<file path="config.mk">
export PLATFORM = sky130hd
export DESIGN_NAME = fetch_prefetch_queue
export DESIGN_NICKNAME = d
export VERILOG_FILES = /design/src/rtl/fetch_prefetch_queue_pkg.sv /design/src/rtl/fetch_prefetch_queue_fifo_sync.sv /design/src/rtl/fetch_prefetch_queue.sv
export SDC_FILE = /design/constraint.sdc
export NUM_CORES = 1
export LEC_CHECK = 0
export BUFFER_PORTS_ARGS = -buffer_cell sky130_fd_sc_hd__clkbuf_2
export CAP_MARGIN = 20
export CORE_MARGIN = 5
export CORE_UTILIZATION = 45
export CTS_CLUSTER_DIAMETER = 30
export DETAILED_ROUTE_END_ITERATION = 7
export GPL_TIMING_DRIVEN = 0
export PLACE_DENSITY = 0.75
export SLEW_MARGIN = 20
export SYNTH_ARGS = -nofsm -noshare
export SYNTH_HDL_FRONTEND = slang
export SYNTH_SLANG_ARGS = --single-unit
</file>
<file path="constraint.sdc">
create_clock -name clk -period 3.77 [get_ports clk]
set_input_delay 0.5655 -clock clk [delete_from_list [all_inputs] [get_ports clk]]
set_output_delay 0.5655 -clock clk [all_outputs]
set_load 0.02 [all_outputs]
</file>
<file path="src/rtl/fetch_prefetch_queue_pkg.sv">
// rtl/fetch_prefetch_queue_pkg.sv - shared constants for the prefetching fetch stage
package fetch_prefetch_queue_pkg;

  localparam int          XLEN_DEF     = 32;
  localparam logic [31:0] RESET_PC_DEF = 32'h0000_0000;
  localparam logic [31:0] INSTR_NOP    = 32'h0000_0013;
  localparam int          ENTRY_W_DEF  = 2 * XLEN_DEF;

  // Queue entries carry {pc, instruction}
  function automatic int entry_width(input int xlen);
    return 2 * xlen;
  endfunction

endpackage

</file>
<file path="src/rtl/fetch_prefetch_queue_fifo_sync.sv">
// rtl/fetch_prefetch_queue_fifo_sync.sv - synchronous FIFO with clear, count, full/empty
module fifo_sync #(
  parameter int WIDTH = 64,
  parameter int DEPTH = 4,
  localparam int AW = $clog2(DEPTH),
  localparam int CW = $clog2(DEPTH + 1)
) (
  input  logic             clk,
  input  logic             rst,
  input  logic             clear_i,
  input  logic             push_i,
  input  logic [WIDTH-1:0] data_i,
  input  logic             pop_i,
  output logic [WIDTH-1:0] data_o,
  output logic [CW-1:0]    count_o,
  output logic             full_o,
  output logic             empty_o
);

  logic [WIDTH-1:0] mem_q [DEPTH];
  logic [AW-1:0]    rd_ptr_q, wr_ptr_q;
  logic [CW-1:0]    count_q;
  logic             do_push, do_pop;

  assign full_o  = (count_q == CW'(DEPTH));
  assign empty_o = (count_q == '0);
  assign count_o = count_q;
  assign data_o  = mem_q[rd_ptr_q];
  assign do_push = push_i && !full_o;
  assign do_pop  = pop_i && !empty_o;

  // DEPTH is a power of two, so pointers wrap naturally
  always_ff @(posedge clk or negedge rst) begin
    if (!rst) begin
      for (int i = 0; i < DEPTH; i++) mem_q[i] <= '0;
      rd_ptr_q <= '0;
      wr_ptr_q <= '0;
      count_q  <= '0;
    end else if (clear_i) begin
      rd_ptr_q <= '0;
      wr_ptr_q <= '0;
      count_q  <= '0;
    end else begin
      if (do_push) begin
        mem_q[wr_ptr_q] <= data_i;
        wr_ptr_q        <= wr_ptr_q + 1'b1;
      end
      if (do_pop) rd_ptr_q <= rd_ptr_q + 1'b1;
      count_q <= count_q + CW'(do_push) - CW'(do_pop);
    end
  end

  always_ff @(posedge clk) begin
    if (rst) assert (!(push_i && full_o));
  end

endmodule

</file>
<file path="src/rtl/fetch_prefetch_queue.sv">
// rtl/fetch_prefetch_queue.sv - fetch stage with prefetch queue and pipelined imem handshake
module fetch_prefetch_queue
  import fetch_prefetch_queue_pkg::*;
#(
  parameter int              XLEN     = XLEN_DEF,
  parameter int              DEPTH    = 4,
  parameter int              MAX_OUT  = 2,
  parameter logic [XLEN-1:0] RESET_PC = XLEN'(RESET_PC_DEF)
) (
  input  logic            clk,
  input  logic            rst,
  input  logic            redirect_valid,
  input  logic [XLEN-1:0] redirect_pc,
  output logic            imem_req_valid,
  input  logic            imem_req_ready,
  output logic [XLEN-1:0] imem_req_addr,
  input  logic            imem_rsp_valid,
  input  logic [XLEN-1:0] imem_rsp_data,
  output logic            if_valid,
  input  logic            if_ready,
  output logic [XLEN-1:0] if_pc,
  output logic [XLEN-1:0] if_pc_plus_4,
  output logic [XLEN-1:0] if_instr,
  output logic            proto_err
);

  localparam int OW = $clog2(MAX_OUT + 1);
  localparam int CW = $clog2(DEPTH + 1);
  localparam int EW = entry_width(XLEN);

  logic [XLEN-1:0] fetch_pc_q, fetch_pc_d, rsp_pc_q, rsp_pc_d, target;
  logic [OW-1:0]   outstanding_q, outstanding_d, drop_q, drop_d;
  logic            proto_err_q, proto_err_d;
  logic [CW-1:0]   q_count;
  logic            q_full, q_empty;
  logic [EW-1:0]   q_head;
  logic            req_fire, rsp_fire, rsp_push, pop;
  int              credit_used;

  assign target = {redirect_pc[XLEN-1:2], 2'b00};

  // Credits count queued entries plus in-flight responses that will be kept
  always_comb begin
    credit_used    = int'(q_count) + int'(outstanding_q) - int'(drop_q);
    imem_req_valid = rst && !redirect_valid && (int'(outstanding_q) < MAX_OUT)
                     && (credit_used < DEPTH);
  end

  assign imem_req_addr = fetch_pc_q;
  assign req_fire      = imem_req_valid && imem_req_ready;
  assign rsp_fire      = imem_rsp_valid && (outstanding_q != '0);
  assign rsp_push      = rsp_fire && (drop_q == '0) && !redirect_valid;
  assign if_valid      = !q_empty && !redirect_valid;
  assign pop           = if_valid && if_ready;

  assign if_pc        = q_empty ? '0 : q_head[EW-1:XLEN];
  assign if_instr     = q_empty ? '0 : q_head[XLEN-1:0];
  assign if_pc_plus_4 = q_empty ? '0 : q_head[EW-1:XLEN] + XLEN'(4);
  assign proto_err    = proto_err_q;

  always_comb begin
    outstanding_d = outstanding_q + OW'(req_fire) - OW'(rsp_fire);
    proto_err_d   = proto_err_q | (imem_rsp_valid && (outstanding_q == '0));
    fetch_pc_d    = fetch_pc_q;
    rsp_pc_d      = rsp_pc_q;
    drop_d        = drop_q;
    if (redirect_valid) begin
      // Everything still in flight after this cycle belongs to the old path
      fetch_pc_d = target;
      rsp_pc_d   = target;
      drop_d     = outstanding_d;
    end else begin
      if (req_fire) fetch_pc_d = fetch_pc_q + XLEN'(4);
      if (rsp_push) rsp_pc_d = rsp_pc_q + XLEN'(4);
      if (rsp_fire && (drop_q != '0)) drop_d = drop_q - 1'b1;
    end
  end

  always_ff @(posedge clk or negedge rst) begin
    if (!rst) begin
      fetch_pc_q    <= RESET_PC;
      rsp_pc_q      <= RESET_PC;
      outstanding_q <= '0;
      drop_q        <= '0;
      proto_err_q   <= 1'b0;
    end else begin
      fetch_pc_q    <= fetch_pc_d;
      rsp_pc_q      <= rsp_pc_d;
      outstanding_q <= outstanding_d;
      drop_q        <= drop_d;
      proto_err_q   <= proto_err_d;
    end
  end

  fifo_sync #(.WIDTH(EW), .DEPTH(DEPTH)) u_queue (
    .clk     (clk),
    .rst     (rst),
    .clear_i (redirect_valid),
    .push_i  (rsp_push),
    .data_i  ({rsp_pc_q, imem_rsp_data}),
    .pop_i   (pop),
    .data_o  (q_head),
    .count_o (q_count),
    .full_o  (q_full),
    .empty_o (q_empty)
  );

endmodule

</file>
==> metrics list, run 1 <==
- Run status: completed
- In this run, distinct cell masters in the synthesized netlist total 65.
- Most used routing layer: met2
- The share of synthesized area in the top cell type comes to 48.2%.
* Power density over cell area: 867 mW/mm^2
- Max-slew violation total from the final report: 0
* Routed len/inst: 22.0 um
* Syn Inst Count: 1318
- Ranking of synthesized cells by area: sky130_fd_sc_hd__dfrtp_1 (48%), sky130_fd_sc_hd__mux2_2 (17%), sky130_fd_sc_hd__mux4_2 (6.1%), sky130_fd_sc_hd__nor2b_1 (2.9%), sky130_fd_sc_hd__mux4_1 (2.7%)
- The critical path in this run is classified as reg -> out.
- Of all nets on the critical path, the largest fanout is 7.
* Cell family contributing the most delay on the critical path: simple AND/OR/NAND/NOR gates
- Using the TritonRoute via totals, the vias-per-cell ratio works out to 5.86.
* Layout net count: 1725
* Met2 usage: 37.0%
- I/O pin count: 201
* Total number of placement rows: 70
* Post-route antenna net violation count: 0
- For met3 alone, demand over resource in global routing was 4.64%.
- Global-route usage over all layers: 22.7%
- Together, buffers and inverters on the worst path number 4.
* Setup repair after global routing missed its margin: true
- TritonCTS clock tree: yes
- Initial standard-cell utilization of the core: 45.5%
- Element type at the critical path end: primary output
- Final setup violating endpoints: 0
- Initial antenna violation count: 1
* Combined flip-flop and latch cell area: 0.00801 mm^2
- Largest net degree at the start of global routing: 88
- At the pin with the least slew margin, the transition time is 0.904 ns.
- For this run, global-route usage on met1 was measured as 30.6%.
- Final HPWL from detailed placement: 32200 um
- After synthesis the netlist holds a flip-flop and latch count of 320.
- The worst register-to-register path has a setup slack of 0.19 ns.
- Final GP Congestion: 0.922
- Headroom to the max-slew limit: 39.7%
- Synth-to-layout area growth: 29.4%
* Max-cap violations: 0
- During placement, the flow inserted port buffers numbering 190.
* Clock network latency to the later pin of the worst-skew pair: 0.56 ns
- For this run the aggregate overflow at the end of global routing stands at 0.
- The die covers 0.0409 mm^2.
- The pre-antenna-repair detailed-routing pass consisted of 5 iterations.
- Share of post-route cells with drive strength above 1: 45.9%
* Fraction of the yosys area taken by sequential cells: 48.2%
* First DRT Iteration DRCs: 846
- Core Box Area: 0.0365 mm^2
* Die height: 202 um
- The worst path needs 3.72 ns of the cycle, external delays included.
- Simple-gate share of the synthesized area: 12.2%
* Commonest cells in the netlist: sky130_fd_sc_hd__dfrtp_1 (320), sky130_fd_sc_hd__mux2_2 (256), sky130_fd_sc_hd__nor2b_1 (77)
- STA puts the critical path data required time at 3.20 ns.
* Maximum root-to-sink buffer count: 3
- Counting cells, the worst reg-to-reg path comes to 17.
- Yosys printed 0 warnings.
- Horizontal extent of the die: 202 um
* Final routed wirelength across all metal layers: 47500 um
- The startpoint identified for the worst register-to-register timing path is u_queue.count_o[1].
* Inserted Clock Buffers: 70
- Peak supply drop: 0.000364 V
* RR Endpoint: drop_q[1]
* Hold buffer count at CTS: 0
- Fill cells in the final layout number 2794.
- Via count: 12700
- CTS sink count: 320
* Final cycle utilization of the critical path: 98.6%
- After synthesis, the share of flip-flops with an asynchronous set or reset is 100%.
* Skew final: 0.0189 ns
- Derived from the worst setup path, the maximum achievable clock frequency is 269 MHz.
- The cell that appears most often on the critical path is sky130_fd_sc_hd__buf_12.
- XOR/XNOR share of the synthesized area: 2.43%
- Multiplexer fraction of the synthesized cell area: 26.3%
* H-Tree Depth: 3
- The min-delay analysis places its worst path in the category in -> async.
- For this design, the slowest cell found on the critical path is sky130_fd_sc_hd__or4_4.
- The count of endpoints failing hold in the final timing report is 0.
- Fin area: 0.0215 mm^2
* Crit path largest cell delay: 0.48 ns
- Wire length of the first global-routing pass: 74800 um
- In this run the cell area of the synthesized design comes to 0.0166 mm^2.
- Top_reg_cell synth: sky130_fd_sc_hd__dfrtp_1
- Data arrival time of the worst path: 3.15 ns
- Placed inst area: 0.0183 mm^2
- Post-synthesis adder-cell area fraction: 1.52%
* Worst Setup Start Kind: register
- The synthesized netlist devotes 5.51% of its cell area to compound gates.
- Critical Path, Cell by Cell: buf_12 > buf_12 > mux4_2 > and4_4 > nand4_1 > buf_4 > or4_4 > a21oi_2 > clkbuf_8
* Main combinational cell family by area after synthesis: multiplexers
- Syn avg cell area: 12.6 um^2
* Yosys top cell by area: sky130_fd_sc_hd__dfrtp_1
* Via count of the first global-routing pass: 13400
* Static leakage: 0.00971 uW
- After detailed routing, the number of remaining DRC violations is 0.
- Area of combinational cells with multiple inputs: 0.00812 mm^2
- Most frequently used cell type in the post-synthesis netlist: sky130_fd_sc_hd__dfrtp_1
* Clock edge transition at the registers on the reported setup and hold paths: 0.05 ns
- Master cell of the clock root buffer: sky130_fd_sc_hd__clkbuf_16
- Yosys mapped a number of flops with a built-in enable equal to 0.
* Pwr Total: 18700 uW
[layout by cell type (no fill, tap or decap), types with 7 or more instances in the layout]
cell type	n
sky130_fd_sc_hd__clkinv_2	8
sky130_fd_sc_hd__inv_1	25
sky130_fd_sc_hd__inv_6	7
sky130_fd_sc_hd__buf_4	58
sky130_fd_sc_hd__ha_1	16
sky130_fd_sc_hd__a311oi_1	22
sky130_fd_sc_hd__nand4_1	27
sky130_fd_sc_hd__nor4_1	17
sky130_fd_sc_hd__bufinv_16	10
sky130_fd_sc_hd__mux4_2	58
sky130_fd_sc_hd__xor2_1	26
sky130_fd_sc_hd__a21boi_0	10
sky130_fd_sc_hd__clkbuf_1	49
sky130_fd_sc_hd__nand2b_1	12
sky130_fd_sc_hd__clkinvlp_4	9
sky130_fd_sc_hd__nor2_1	53
sky130_fd_sc_hd__a211oi_1	7
sky130_fd_sc_hd__or4_1	9
sky130_fd_sc_hd__nand2_1	30
sky130_fd_sc_hd__xnor2_1	19
sky130_fd_sc_hd__a31oi_1	8
sky130_fd_sc_hd__clkbuf_2	175
sky130_fd_sc_hd__and4_1	10
sky130_fd_sc_hd__o21ai_0	10
sky130_fd_sc_hd__nand3_1	36
sky130_fd_sc_hd__and2_1	10
sky130_fd_sc_hd__and3_1	23
sky130_fd_sc_hd__clkbuf_8	20
sky130_fd_sc_hd__a21oi_1	13
sky130_fd_sc_hd__clkbuf_16	73
sky130_fd_sc_hd__dfrtp_1	317
sky130_fd_sc_hd__buf_2	30
sky130_fd_sc_hd__mux2_2	256
sky130_fd_sc_hd__a21oi_2	9
sky130_fd_sc_hd__nor3_1	13
sky130_fd_sc_hd__o31ai_1	22
sky130_fd_sc_hd__nor2b_1	77
sky130_fd_sc_hd__buf_6	8
[area by class of cell]
type | count | area share, %
clock buffers | 87 | 9.30
plain buffers | 102 | 2.71
diodes | 1 | 0.0116
flip-flops and latches | 320 | 37.3
inverters | 26 | 0.454
well taps | 468 | 2.72
clock inverters | 41 | 2.54
multi-input cells | 873 | 37.8
repair buffers | 243 | 7.24
[layer usage]
layer / routed length (um) / part of all wire (%) / vias up
li1: - / - / 5519
met1: 19800 / 42 / 6475
met2: 22700 / 48 / 565
met3: 3610 / 7.6 / 112
met4: 1390 / 2.9 / 2
met5: 13 / 0.027 / -
[report_power, final]
part | total, uW | switching (uW) | internal, uW
Combinational | 7250 | 3980 | 3280
Sequential | 4900 | 593 | 4310
Clock | 6500 | 2030 | 4460
[registers in the layout, indices dropped and copies added (netlist names)]
register,flops
drop_q,2
outstanding_q,2
u_queue.wr_ptr_q,2
rsp_pc_q,30
imem_req_addr,30
proto_err,1
u_queue.rd_ptr_q,2
u_queue.count_o,3
u_queue.mem_q,248
[cells by family (layout without fill, tap and decap cells)]
family	count (synthesis)	count (layout)
mux	320	320
xor+xnor	46	46
compound gates	127	127
flops	320	320
fa+ha+maj	19	19
simple gates	355	355
buf+inv	130	499
other cells	1	7
[repair_timing]
action	in CTS	in global routing
pin swaps	14	16
gates resized for setup	71	44
setup buffers	28	20
setup endpoints to repair	30	24
gates cloned	1	1
[worst max-delay path by stage]
stage / startpoint / end / cells past startpoint
6_report: u_queue.rd_ptr_q[0] / if_pc_plus_4[23] / 9
5_1_grt: u_queue.rd_ptr_q[0] / if_pc_plus_4[29] / 8
4_1_cts: u_queue.rd_ptr_q[0] / if_pc_plus_4[28] / 10
3_5_place_dp: outstanding_q[1] / drop_q[1] / 16
3_3_place_gp: rst / drop_q[1] / 12
2_1_floorplan: outstanding_q[1] / drop_q[1] / 16
[per-stage QoR]
| step | setup WS (ns) | setup TNS (ns) | instances | hold WS (ns) | util (%) |
|---|---|---|---|---|---|
| after global placement | -5.13 | -1611.34 | 1981 | 0.439 | 49.7 |
| final | 0.0540 | 0 | 2161 | 0.0381 | 58.9 |
| after CTS | -0.0611 | -0.267 | 2141 | 0.0742 | 58.3 |
| after floorplan | 0.372 | 0 | 1323 | 0.270 | - |
| after global routing | -0.0394 | -0.0868 | 2160 | 0.117 | 58.9 |
| after detailed placement | -0.263 | -0.453 | 1984 | 0.445 | 50.0 |
Note: power is estimated with default switching activity, not from simulation.
==> inputs of run 2 (changes only) <==
Settings changed: SETUP_SLACK_MARGIN set to 0.5.
==> run 2 against run 1 <==
Effect of this change:
- the run now ends with negative setup slack left
- largest cell class unchanged
- power grew 3.0%
- sequential share of layout area decreased by 0.68 points
- count of clock-buffer cells in the layout decreased by 2
- combinational power increased by 9.9%
- clock skew about the same
- maximum frequency down 2.3%
- first-iteration DRC count grew 11%
- critical path depth grew 4
==> metrics list, run 2 (same netlist as run 1, synthesis figures left out) <==
- Worst setup slack before clock tree synthesis: -0.219 ns (was -0.263 ns)
* RR Endpoint: drop_q[1] (unchanged)
- Number of buffers and inverters on the critical path: 7 (was 4)
* Wire length of the first global-routing pass: 77800 um (was 74800 um)
- Headroom to the max-slew limit: 49.7% (was 39.7%)
- Count of buffers from port buffering: 190 (unchanged)
- Placed inst area: 0.0183 mm^2 (about the same)
- The critical path data arrival time came to 3.24 ns (was 3.15 ns).
- The count of endpoints failing hold in the final timing report came to 0 (unchanged).
- The layout net count is 1738 (was 1725).
- The slew of the pin with the lowest slew margin was 0.748 ns (was 0.904 ns).
* TritonCTS clock tree: yes (unchanged)
* Largest net degree at the start of global routing: 94 (was 88)
- The path length in cells of the critical path was 13 (was 9).
* Clock edge transition at the registers on the reported setup and hold paths: 0.05 ns (about the same)
* Final critical path time including I/O delays and setup: 3.80 ns (was 3.72 ns)
- Critical Path, Cell by Cell: buf_12 > buf_12 > buf_12 > mux4_2 > ha_4 > and3_4 > buf_6 > nand2_8 > buf_6 > buf_6 > o31ai_1 > a21oi_2 > clkbuf_8 (was buf_12 > buf_12 > mux4_2 > and4_4 > nand4_1 > buf_4 > or4_4 > a21oi_2 > clkbuf_8)
* First DRT Iteration DRCs: 936 (was 846)
* Fin area: 0.0219 mm^2 (was 0.0215 mm^2)
- Global-route usage over all layers: 23.7% (was 22.7%)
* Post-route worst hold slack: 0.0186 ns (was 0.0381 ns)
* Core Box Area: 0.0365 mm^2 (unchanged)
- The detailed-placement wirelength estimate came to 32000 um (was 32200 um).
- The wire length reported by the detailed router was 50400 um (was 47500 um).
- The starting utilization of the core area came to 45.5% (unchanged).
- The area growth from synthesis to layout was 31.8% (was 29.4%).
- Slowest cell on the critical path: sky130_fd_sc_hd__mux4_2 (was sky130_fd_sc_hd__or4_4)
* Share of post-route cells with drive strength above 1: 48.7% (was 45.9%)
- The period utilization came to 101% (was 98.6%).
- The maximum clock rate came to 263 MHz (was 269 MHz).
* Max-cap violations: 0 (unchanged)
- CTS sink count: 320 (unchanged)
- The number of levels the H-tree was split into came to 3 (unchanged).
- Endpoint required time on the critical path: 3.20 ns (about the same)
- Routed len/inst: 23.2 um (was 22.0 um)
- The worst reg-to-reg setup slack came to 0.47 ns (was 0.19 ns).
- Worst Setup Start Kind: register (unchanged)
* Logic depth of the worst register-to-register path: 17 (unchanged)
- The register with the most flip-flops was u_queue.mem_q (unchanged).
- Via count of the first global-routing pass: 13600 (was 13400)
* Top library cells by usage in the layout, fill and taps aside: sky130_fd_sc_hd__dfrtp_1 (319), sky130_fd_sc_hd__mux2_2 (255), sky130_fd_sc_hd__clkbuf_2 (176), sky130_fd_sc_hd__nor2b_1 (77), sky130_fd_sc_hd__clkbuf_16 (72) (was sky130_fd_sc_hd__dfrtp_1 (317), sky130_fd_sc_hd__mux2_2 (256), sky130_fd_sc_hd__clkbuf_2 (175), sky130_fd_sc_hd__nor2b_1 (77), sky130_fd_sc_hd__clkbuf_16 (73))
- Total number of placement rows: 70 (unchanged)
- The vias per cell is 5.97 (was 5.86).
- Peak fanout along the critical path: 8 (was 7)
- Final GP Congestion: 0.914 (was 0.922)
* Maximum root-to-sink buffer count: 3 (unchanged)
- Power density over cell area: 877 mW/mm^2 (was 867 mW/mm^2)
* Final setup violating endpoints: 2 (was 0)
- The timing endpoint of the critical path is if_pc_plus_4[24] (was if_pc_plus_4[23]).
* Die height: 202 um (unchanged)
* Initial antenna violation count: 1 (unchanged)
- Violations in the final reports: negative setup slack
- Peak supply drop: 0.000423 V (was 0.000364 V)
- The count of pins on the block boundary was 201 (unchanged).
- Max reg flops: 248 (unchanged)
* Kind of critical path: reg -> out (unchanged)
* Crit path largest cell delay: 0.40 ns (was 0.48 ns)
- Combined flip-flop and latch cell area: 0.00801 mm^2 (about the same)
- Area of combinational cells with multiple inputs: 0.00832 mm^2 (was 0.00812 mm^2)
- Launch point of the worst reg-to-reg path: outstanding_q[1] (was u_queue.count_o[1])
- Static leakage: 0.00984 uW (was 0.00971 uW)
- Cell family contributing the most delay on the critical path: buffers and inverters (was simple AND/OR/NAND/NOR gates)
- The startpoint of the most critical setup path is u_queue.rd_ptr_q[0] (unchanged).
- The setup skew after layout is 0.0190 ns (was 0.0189 ns).
- Remaining global-route overflow: 0 (unchanged)
* Master cell of the clock root buffer: sky130_fd_sc_hd__clkbuf_16 (unchanged)
- DR DRC count: 0 (unchanged)
* Finished Core Util: 60.0% (was 58.9%)
- The hold-fix buffer count after cts was 0 (unchanged).
- Fin worst setup slack: -0.0323 ns (was 0.0540 ns)
- The width of the die came to 202 um (unchanged).
- The leading cell type in the layout, fill and taps excluded was sky130_fd_sc_hd__dfrtp_1 (unchanged).
- The number of detailed-routing iterations run before antenna repair was 5 (unchanged).
* Via count: 13000 (was 12700)
- The number of pins with negative max-slew slack in the final report came to 0 (unchanged).
- Post-route antenna net violation count: 0 (unchanged)
* Hold WC Path Type: in -> async (unchanged)
- Run status: finished with violations (was completed)
- The number of clock buffers inserted by TritonCTS came to 69 (was 70).
* Floorplan die area: 0.0409 mm^2 (unchanged)
- The count of filler cells inserted in the layout was 2667 (was 2794).
* Setup repair after global routing missed its margin: true (unchanged)
* Element type at the critical path end: primary output (unchanged)
* Clock network latency to the later pin of the worst-skew pair: 0.56 ns (about the same)
[run 2: area by class of cell]
type | count | area share (%)
multi-input combinational | 873 | 38.0
sequential | 320 | 36.6
clock buffer | 85 | 8.77
timing repair buffer | 255 | 7.93
buffer | 104 | 3.15
tap | 468 | 2.67
clock inverter | 42 | 2.43
inverter | 26 | 0.446
antenna | 1 | 0.0114
[run 2: how the worst min path moves through the flow]
stage,start,to,slack [ns],depth (start not counted)
2_1_floorplan,rst,drop_q[0],0.27,0
3_3_place_gp,proto_err,proto_err,0.44,1
3_5_place_dp,proto_err,proto_err,0.45,1
4_1_cts,rst,u_queue.mem_q[131],0.04,1
5_1_grt,rst,u_queue.mem_q[196],0.07,1
6_report,rst,u_queue.mem_q[196],0.02,1
[run 2: worst register-to-register path: cells and delay by family (launching register included)]
family / cells / cell delay [ns]
adder cells (fa/ha/maj): 4 / 1.22
AO/OA/AOI/OAI: 3 / 0.57
AND/OR/NAND/NOR: 4 / 0.44
flip-flops: 1 / 0.36
buffers and inverters: 4 / 0.30
XOR/XNOR: 2 / 0.28
[run 2: through the flow]
step                      instances  power [uW]  setup TNS, ns
after floorplan                1323        9130              0
after global placement         1981       11000       -1601.70
after detailed placement       1984       11200         -0.462
after CTS                      2159       18600              0
after global routing           2173       20000         -0.358
final                          2174       19200        -0.0403
[run 2: where the power goes]
group | total, uW | switching (uW) | internal [uW]
Clock | 6310 | 2000 | 4310
Sequential | 4920 | 619 | 4310
Combinational | 7970 | 4310 | 3670
[run 2: repair_timing]
item | 4_1_cts | 5_1_grt
resized for setup | 144 | 80
pin swaps | 50 | 24
endpoints found under the setup margin | 291 | 214
cloned | 2 | 0
setup buffers | 46 | 14
[run 2: per-layer routing]
| metal | vias up | wire length [um] | track usage, % |
|---|---|---|---|
| met4 | 0 | 1930 | 9.21 |
| met3 | 148 | 4020 | 5.65 |
| met5 | - | 0 | 0 |
| met1 | 6619 | 20800 | 31.7 |
| li1 | 5552 | - | - |
| met2 | 651 | 23700 | 37.8 |
==> inputs of run 3 (changes only) <==
Settings changed: SKIP_CTS_REPAIR_TIMING set to 1.
==> run 3 against run 2 <==
Effect of this change:
- the flow still finishes with violations (negative setup slack)
- routed wire length down 2.7%
- non-clock buffer count down 7
- critical path type unchanged
- cell area down 0.35%
==> metrics list, run 3 (same netlist as run 1, synthesis figures left out) <==
- The clock transition at the registers of the reported paths is 0.05 ns (about the same).
- The critical path class is reg -> out (unchanged).
- The number of global-route vias before repair came to 13100 (was 13600).
* Wire length of the first global-routing pass: 73600 um (was 77800 um)
* Element type at the critical path end: primary output (unchanged)
- Inserted Clock Buffers: 69 (unchanged)
- The detailed router's first-iteration violation count was 882 (was 936).
- The clock tree root buffer cell was sky130_fd_sc_hd__clkbuf_16 (unchanged).
- The core outline area is 0.0365 mm^2 (unchanged).
- The number of flip-flops in the largest register came to 248 (unchanged).
- Violations in the final reports: negative setup slack (unchanged)
* Peak fanout along the critical path: 10 (was 8)
- Pin slew with the least headroom to its limit: 0.741 ns (was 0.748 ns)
- Count of antenna diodes in the layout: 0 (was 1)
- The worst reg-to-reg setup slack came to 0.21 ns (was 0.47 ns).
* Pwr Total: 19000 uW (was 19200 uW)
- The register with the most flip-flops is u_queue.mem_q (unchanged).
- Combined flip-flop and latch cell area: 0.00801 mm^2 (about the same)
- The standby leakage power came to 0.00981 uW (was 0.00984 uW).
- The detailed-placement wirelength estimate is 32000 um (unchanged).
* Via count: 12800 (was 13000)
- Final routed wirelength across all metal layers: 49100 um (was 50400 um)
- Fill count: 2706 (was 2667)
* Peak supply drop: 0.000449 V (was 0.000423 V)
- The overall die area is 0.0409 mm^2 (unchanged).
- Achievable frequency: 263 MHz (about the same)
* Endpoint required time on the critical path: 3.20 ns (about the same)
* Area of combinational cells with multiple inputs: 0.00831 mm^2 (was 0.00832 mm^2)
- The width of the die is 202 um (unchanged).
- Initial standard-cell utilization of the core: 45.5% (unchanged)
- The layout net count was 1731 (was 1738).
- Headroom to the max-slew limit: 50.2% (was 49.7%)
- The CTS tree is yes (unchanged).
- The count of standard-cell rows was 70 (unchanged).
* Global-route usage over all layers: 22.4% (was 23.7%)
* First-pass DRT Iterations: 5 (unchanged)
- The setup skew after layout is 0.0224 ns (was 0.0190 ns).
- The global placement routability congestion was 0.914 (unchanged).
- Setup repair after global routing missed its margin: true (unchanged).
- The vertical extent of the die is 202 um (unchanged).
- The leading cell type in the layout, fill and taps excluded is sky130_fd_sc_hd__dfrtp_1 (unchanged).
- Finished Core Util: 59.7% (was 60.0%)
* Share of post-route cells with drive strength above 1: 47.8% (was 48.7%)
* Worst Setup Start Kind: register (unchanged)
* Largest net degree at the start of global routing: 94 (unchanged)
- The type of the most critical hold path was in -> async (unchanged).
* Count of buffers from port buffering: 190 (unchanged)
- Remaining global-route overflow: 0 (unchanged)
* Initial antenna violation count: 0 (was 1)
- DR DRC count: 0 (unchanged)
* Routed len/inst: 22.7 um (was 23.2 um)
- The count of antenna-violating nets left after detailed routing is 0 (unchanged).
- The count of pins on the block boundary came to 201 (unchanged).
- The vias per cell is 5.91 (was 5.97).
* Synth-to-layout area growth: 31.4% (was 31.8%)
- The number of pins with negative max-slew slack in the final report came to 0 (unchanged).
- Final critical path time including I/O delays and setup: 3.80 ns (about the same)
- Data arrival time of the worst path: 3.24 ns (about the same)
- The max capacitance violation total is 0 (unchanged).
* Fin worst setup slack: -0.0307 ns (was -0.0323 ns)
- The count of endpoints failing hold in the final timing report is 0 (unchanged).
- Run status: finished with violations (unchanged)
- Final cycle utilization of the critical path: 101% (about the same)
- Top library cells by usage in the layout, fill and taps aside: sky130_fd_sc_hd__dfrtp_1 (318), sky130_fd_sc_hd__mux2_2 (256), sky130_fd_sc_hd__clkbuf_2 (172), sky130_fd_sc_hd__nor2b_1 (77), sky130_fd_sc_hd__clkbuf_16 (77) (was sky130_fd_sc_hd__dfrtp_1 (319), sky130_fd_sc_hd__mux2_2 (255), sky130_fd_sc_hd__clkbuf_2 (176), sky130_fd_sc_hd__nor2b_1 (77), sky130_fd_sc_hd__clkbuf_16 (72))
- H-Tree Depth: 3 (unchanged)
- The total power density per cell area came to 871 mW/mm^2 (was 877 mW/mm^2).
- CTS sink count: 320 (unchanged)
- Clock network latency to the later pin of the worst-skew pair: 0.56 ns (about the same)
- The cell depth of the worst flop-to-flop path is 18 (was 17).
* Final setup violating endpoints: 3 (was 2)
- The worst-case clock buffer depth came to 3 (unchanged).
[run 3: cell count changes in the layout (fill, tap and decap cells not counted), sizes merged]
| cell | previous run | this run |
|---|---|---|
| diode | 1 | 0 |
| clkbuf | 307 | 301 |
| buf | 136 | 135 |
[run 3: power breakdown]
| part | switching, uW | internal [uW] | total (uW) |
|---|---|---|---|
| clock | 2000 | 4310 | 6320 |
| sequential | 600 | 4310 | 4910 |
| combinational | 4210 | 3570 | 7780 |
| total | 6820 | 12200 | 19000 |
[run 3: final cells by class]
class	count	area share, %
multi-input cells	873	38.1
clock buffers	85	8.80
plain buffers	104	3.05
flip-flops and latches	320	36.7
repair buffers	248	7.78
inverters	26	0.459
clock inverters	42	2.44
well taps	468	2.68
[run 3: worst max-delay path, stage by stage, from the launching register on]
cell	delay, ns
sky130_fd_sc_hd__dfrtp_1	0.39
sky130_fd_sc_hd__buf_12	0.15
sky130_fd_sc_hd__buf_12	0.15
sky130_fd_sc_hd__clkbuf_16	0.16
sky130_fd_sc_hd__mux4_2	0.40
sky130_fd_sc_hd__ha_4	0.15
sky130_fd_sc_hd__and3_4	0.16
sky130_fd_sc_hd__buf_6	0.13
sky130_fd_sc_hd__nand2_8	0.07
sky130_fd_sc_hd__buf_6	0.14
sky130_fd_sc_hd__or4_4	0.49
sky130_fd_sc_hd__a21oi_4	0.14
sky130_fd_sc_hd__buf_6	0.15
[run 3: path summary, 6_finish.rpt]
check / startpoint / endpoint
setup / recovery: u_queue.rd_ptr_q[0] / if_pc_plus_4[24]
hold / removal: rst / u_queue.mem_q[196]
setup reg to reg: u_queue.count_o[1] / drop_q[1]
hold reg to reg: proto_err / proto_err
max in group asynchronous: rst / u_queue.mem_q[80]
min in group clk: imem_rsp_data[4] / u_queue.mem_q[196]
[run 3: routing by layer]
metal / share of wire, % / vias to the layer above / global-route usage [%]
met4: 3.1 / 0 / 7.69
met2: 47 / 610 / 35.6
met1: 42 / 6517 / 30.7
li1: - / 5555 / -
met3: 7.6 / 110 / 5.01
met5: 0 / - / 0
[run 3: metrics by stage]
step / setup TNS (ns) / area, um^2 / worst slack (ns) / hold WS [ns] / cells
2_1_floorplan: 0 / 16700 / 0.504 / 0.270 / 1323
3_3_place_gp: -1601.70 / 18200 / -5.00 / 0.442 / 1981
3_5_place_dp: -0.462 / 18300 / -0.219 / 0.447 / 1984
4_1_cts: -5.30 / 20700 / -0.441 / 0.0390 / 2111
5_1_grt: -0.502 / 21800 / -0.106 / 0.0701 / 2166
6_report: -0.0769 / 21800 / -0.0307 / 0.0172 / 2166
